===== config.mk =====
export PLATFORM = sky130hd
export DESIGN_NAME = fork_join_timer
export DESIGN_NICKNAME = d
export VERILOG_FILES = /design/src/rtl/fork_join_timer_pkg.sv /design/src/rtl/fork_join_timer_chan.sv /design/src/rtl/fork_join_timer.sv
export SDC_FILE = /design/constraint.sdc
export NUM_CORES = 1
export LEC_CHECK = 0
export CAP_MARGIN = 20
export CORE_MARGIN = 2
export CORE_UTILIZATION = 56
export CTS_CLUSTER_DIAMETER = 60
export DETAILED_ROUTE_END_ITERATION = 8
export PLACE_DENSITY = 0.85
export SYNTH_ARGS = -nofsm -noshare
export SYNTH_HDL_FRONTEND = slang
export SYNTH_HIERARCHICAL = 1
export SYNTH_SLANG_ARGS = --single-unit

===== constraint.sdc =====
create_clock -name clk -period 4.9 [get_ports clk]
set_input_delay 0.49 -clock clk [delete_from_list [all_inputs] [get_ports clk]]
set_output_delay 0.49 -clock clk [all_outputs]
set_load 0.02 [all_outputs]

===== src/rtl/fork_join_timer_pkg.sv =====
// Shared types for fork_join_timer: join modes, FSM states and the mode decoder.
package fork_join_timer_pkg;

    typedef enum logic [1:0] {
        JOIN      = 2'd0,
        JOIN_ANY  = 2'd1,
        JOIN_NONE = 2'd2
    } join_mode_e;

    typedef enum logic [1:0] {
        IDLE  = 2'd0,
        WAIT  = 2'd1,
        DRAIN = 2'd2
    } state_e;

    // Encoding 3 is reserved and behaves as a full join.
    function automatic join_mode_e decode_mode(input logic [1:0] m);
        case (m)
            2'd1:    return JOIN_ANY;
            2'd2:    return JOIN_NONE;
            default: return JOIN;
        endcase
    endfunction

endpackage


===== src/rtl/fork_join_timer_chan.sv =====
// One delay channel: loads its delay on launch, counts down to a single fire cycle.
module fork_join_timer_chan #(
    parameter int CNT_W = 8
) (
    input  logic             clk,
    input  logic             rst,
    input  logic             load,
    input  logic             clr,
    input  logic [CNT_W-1:0] dly,
    output logic             fire,
    output logic             pend,
    output logic             more
);
    logic [CNT_W-1:0] cnt;
    logic             en;

    // Clear beats load so an abort in the launch cycle leaves the channel idle.
    always_ff @(posedge clk) begin
        if (rst || clr) begin
            cnt <= '0;
            en  <= 1'b0;
        end else if (load) begin
            cnt <= dly;
            en  <= |dly;
        end else if (cnt != '0) begin
            cnt <= cnt - 1'b1;
        end
    end

    // Count of 1 in cycle t+k means k == delay, so that is the fire cycle.
    assign fire = en && (cnt == CNT_W'(1));
    assign pend = (cnt != '0);
    assign more = (cnt > CNT_W'(1));

endmodule


===== src/rtl/fork_join_timer.sv =====
// Multi-channel fork/join delay scheduler with JOIN / JOIN_ANY / JOIN_NONE join pulse.
// Optional watchdog abort enabled by defining FORK_JOIN_TIMER_WATCHDOG_EN.
module fork_join_timer
    import fork_join_timer_pkg::*;
#(
    parameter int N_CH    = 4,
    parameter int CNT_W   = 8,
    parameter int TIMEOUT = 256
) (
    input  logic                  clk,
    input  logic                  rst,
    input  logic                  start_i,
    input  logic                  abort_i,
    input  logic [1:0]            mode_i,
    input  logic [N_CH*CNT_W-1:0] delay_i,
    output logic [N_CH-1:0]       fire_o,
    output logic                  join_o,
    output logic                  busy_o,
    output logic [N_CH-1:0]       fired_mask_o,
    output logic                  start_drop_o,
    output logic                  timeout_o
);
    state_e          state, state_nxt;
    join_mode_e      mode_q;
    logic [N_CH-1:0] fire_raw, pend, more, mask_q;
    logic            busy, kill, accept, join_cond, timeout, drop_q;

    assign busy   = (state != IDLE);
    assign kill   = busy && (abort_i || timeout);
    assign accept = (state == IDLE) && start_i && !abort_i;

    for (genvar g = 0; g < N_CH; g++) begin : g_ch
        fork_join_timer_chan #(.CNT_W(CNT_W)) u_chan (
            .clk  (clk),
            .rst  (rst),
            .load (accept),
            .clr  (kill),
            .dly  (delay_i[g*CNT_W +: CNT_W]),
            .fire (fire_raw[g]),
            .pend (pend[g]),
            .more (more[g])
        );
    end

    // A launch with no enabled channels satisfies every mode immediately.
    always_comb begin
        join_cond = 1'b0;
        case (mode_q)
            JOIN_ANY:  join_cond = (|fire_raw) || !(|pend);
            JOIN_NONE: join_cond = 1'b1;
            default:   join_cond = !(|more);
        endcase
    end

    always_comb begin
        state_nxt = state;
        if (kill) begin
            state_nxt = IDLE;
        end else begin
            case (state)
                IDLE:    if (accept) state_nxt = WAIT;
                WAIT:    if (join_cond) state_nxt = (|more) ? DRAIN : IDLE;
                DRAIN:   if (!(|more)) state_nxt = IDLE;
                default: state_nxt = IDLE;
            endcase
        end
    end

    assign fire_o = kill ? '0 : fire_raw;
    assign join_o = (state == WAIT) && join_cond && !kill;

    always_ff @(posedge clk) begin
        if (rst) begin
            state  <= IDLE;
            mode_q <= JOIN;
            mask_q <= '0;
            drop_q <= 1'b0;
        end else begin
            state  <= state_nxt;
            drop_q <= busy && start_i && !abort_i;
            if (accept) begin
                mode_q <= decode_mode(mode_i);
                mask_q <= '0;
            end else begin
                mask_q <= mask_q | fire_o;
            end
        end
    end

`ifdef FORK_JOIN_TIMER_WATCHDOG_EN
    localparam int WD_W = $clog2(TIMEOUT + 1);
    logic [WD_W-1:0] wd;

    // wd holds the number of busy cycles already completed.
    always_ff @(posedge clk) begin
        if (rst || !busy)
            wd <= '0;
        else if (wd != WD_W'(TIMEOUT))
            wd <= wd + 1'b1;
    end

    assign timeout = busy && (wd == WD_W'(TIMEOUT));
`else
    assign timeout = 1'b0;
`endif

    assign busy_o       = busy;
    assign fired_mask_o = mask_q;
    assign start_drop_o = drop_q;
    assign timeout_o    = timeout;

endmodule

==> results by group <==
Drt
  – DRT iter0 DRCs: 192
  – First drt pass iteration count: 5
  – WL/cell: 15.2 um
  – WL final: 6490 um
  – Vias per cell: 6.19
  – Post-route ant nets: 0
  – Drc violations: 0
  – Via count: 2635

Timing
  – WHS: 0.503 ns
  – Tmin final: 3.98 ns
  – Relative slew slack: 0.572
  – Final Hold Vio Count: 0
  – Achievable Freq: 251 MHz
  – Tightest Pin Transition: 0.636 ns
  – Post-route clock skew: 0.00629 ns
  – Unrepaired setup endpoints after global routing: no
  – Final setup vio count: 0
  – Setup TNS: 0 ns
  – Final Max Slew Viols: 0
  – Fin crit share: 0.813

Clocking
  – Clk_lat worst skew: 0.31 ns
  – Total CTS buffers: 5
  – Hold buffers post-CTS: 0
  – CTS tree: yes
  – Clock slew at reported path FFs: 0.08 ns
  – Post_cts resized: 0
  – Max Root-Sink Buffers: 2
  – Root buf cell: clkbuf_8
  – H-tree levels: 2
  – Setup bufs post-CTS: 0
  – CTS sink cnt: 45

Synth
  – Post-Syn Area: 2700 sq um
  – Async set-reset flop share out of synthesis: 0
  – Count of unique library cells instantiated by Yosys: 42
  – EDFF count, synth: 0
  – Cells after Synth: 321
  – Prevailing post-synth register cell: dfxtp_1
  – Syn Nets: 369
  – Flops & latches, synth: 45
  – Sequential share of the synthesized area: 0.334
  – Syn_area_per_cell: 8.41 sq um
  – YS warnings: 6

Placed design
  – Number of buffers added on ports: 48
  – Global placer's final weighted congestion: 0.925
  – Hpwl dp: 4900 um

Setup path
  – Max FO, Critical Path: 7
  – Crit-path max cell delay: 0.66 ns
  – CP delay by family, top: simple AND/OR/NAND/NOR gates
  – Worst path slowest cell: clkdlybuf4s50_1
  – CP Data Required Time: 4.41 ns
  – Crit Path Class: reg -> out
  – CP Cell Sequence: or4_4 -> nor3_1 -> o21ai_0 -> nor4_1 -> nand3_1 -> a311oi_1 -> clkdlybuf4s50_1
  – Startpoint Class: flip-flop
  – Crit path DAT: 3.49 ns
  – Buffers plus inverters on the worst setup path: 1
  – CP endpoint kind: output pin
  – R2r setup slk: 2.41 ns

Final layout
  – Commonest non-fill, non-tap cell in the layout: clkdlybuf4s50_1
  – Diode count: 0
  – Most frequent cells in the layout: clkdlybuf4s50_1 (48), dfxtp_1 (45), a21oi_1 (38)
  – Share of cells above drive strength 1: 0.124
  – Area growth syn-to-layout: 22.4%
  – Nets: 419

Die
  – FP Rows: 25
  – Die W: 73.4 um
  – Total I/O pin count: 50
  – Total core area: 4690 sq um
  – Initial core utilization: 0.575
  – Die H: 73.4 um
  – Die area: 5390 sq um

GRT
  – First-pass GRT wire length: 10800 um
  – Congestion Overflow GR: 0
  – Largest net degree at the start of global routing: 33
  – Vias in the first global route: 2372
  – Initial antenna violation count: 0
  – GRT Overall Usage: 0.255

Job
  – Max_cap viols: 0

Status
  – Outcome: completed

Power and ir drop
  – Cell Pwr Density: 489 nW/um^2
  – Static Leak: 1.30 nW
  – Worst vdd ir: 0.238 mV

Worst hold path
  – HP Class: reg -> reg
[state kept, by name (all words and copies together), names as in the netlist]
register,flops
fired_mask_o,4
mode_q,2
state,2
g_ch.u_chan/cnt,32
start_drop_o,1
g_ch.u_chan/en,4
[metal layers]
layer / share of wire / GRT usage
met1: 0.48 / 0.352
met2: 0.47 / 0.407
met3: 0.045 / 0.0480
met4: 0.0099 / 0.0707
met5: 0 / 0
[cell usage after synthesis, types with 2 or more instances]
master / instances / share of area
a21o_1: 4 / 0.011
a21oi_1: 38 / 0.070
a31oi_1: 8 / 0.019
a32o_1: 4 / 0.015
and2_1: 3 / 0.0070
and3_1: 9 / 0.021
clkbuf_1: 4 / 0.0056
dfxtp_1: 45 / 0.33
ha_1: 10 / 0.046
inv_1: 20 / 0.028
mux2_4: 4 / 0.022
mux2i_1: 5 / 0.019
nand2_1: 16 / 0.022
nand2b_1: 2 / 0.0046
nand3_1: 10 / 0.019
nand3b_1: 2 / 0.0056
nand4b_1: 4 / 0.013
nor2_1: 14 / 0.019
nor3_1: 8 / 0.015
nor3b_1: 9 / 0.025
nor4_1: 18 / 0.042
o21ai_0: 33 / 0.061
o21ai_2: 4 / 0.013
o221a_2: 4 / 0.017
or2_2: 5 / 0.012
or3_2: 4 / 0.011
or4_2: 4 / 0.013
or4_4: 9 / 0.038
xor2_1: 8 / 0.026
[worst reg2reg max path, delay by kind of cell, from the launching register on]
family,cells,cell delay [ns]
flip-flops,1,0.36
AND/OR/NAND/NOR,5,1.80
AO/OA/AOI/OAI,1,0.23
[power breakdown]
group          switching [mW]  internal (mW)
logic                   0.412          0.402
clock network           0.129         0.0991
registers               0.115          0.458
total                   0.656          0.959
[kinds of logic (layout without fill, tap and decap cells)]
| logic type | Yosys count | in the layout | share of synthesized area |
|---|---|---|---|
| buffers and inverters | 26 | 77 | 0.0403 |
| other | 1 | 1 | 0.00139 |
| flip-flops | 45 | 45 | 0.334 |
| XOR/XNOR | 8 | 8 | 0.0260 |
| AO/OA/AOI/OAI | 99 | 99 | 0.220 |
| AND/OR/NAND/NOR | 123 | 123 | 0.291 |
| adder cells (fa/ha/maj) | 10 | 10 | 0.0463 |
| multiplexers | 9 | 9 | 0.0408 |
[area by class of cell]
| type | instances | area [sq um] |
|---|---|---|
| Inverter | 20 | 75.1 |
| Tap cell | 54 | 67.6 |
| Timing Repair Buffer | 49 | 488 |
| Sequential cell | 45 | 901 |
| Clock inverter | 2 | 10.0 |
| Multi-Input combinational cell | 250 | 1690 |
| Fill cell | 393 | 1390 |
| Clock buffer | 6 | 72.6 |
[per-stage QoR]
step                      cell area, sq um  utilization  setup slack, ns  cells  total power [mW]
after detailed placement              3220        0.687             1.29    418              1.37
after floorplan                       2700            -             2.02    321              1.18
after global placement                3220        0.687             1.44    418              1.35
after CTS                             3300        0.704            0.952    426              1.60
final                                 3300        0.704            0.918    426              1.61
after global routing                  3300        0.704            0.739    426              1.74
[final timing paths]
check / end / depth (start not counted) / startpoint
min: fired_mask_o[3]$_SDFF_PP0_ / 2 / fired_mask_o[3]$_SDFF_PP0_
max: join_o / 7 / g_ch[1].u_chan/cnt[2]$_SDFFE_PP0P_
min reg2reg: fired_mask_o[3]$_SDFF_PP0_ / 2 / fired_mask_o[3]$_SDFF_PP0_
max reg2reg: state[0]$_SDFFE_PP0P_ / 6 / g_ch[1].u_chan/cnt[2]$_SDFFE_PP0P_
No activity file was read; power rests on OpenSTA's default activity.
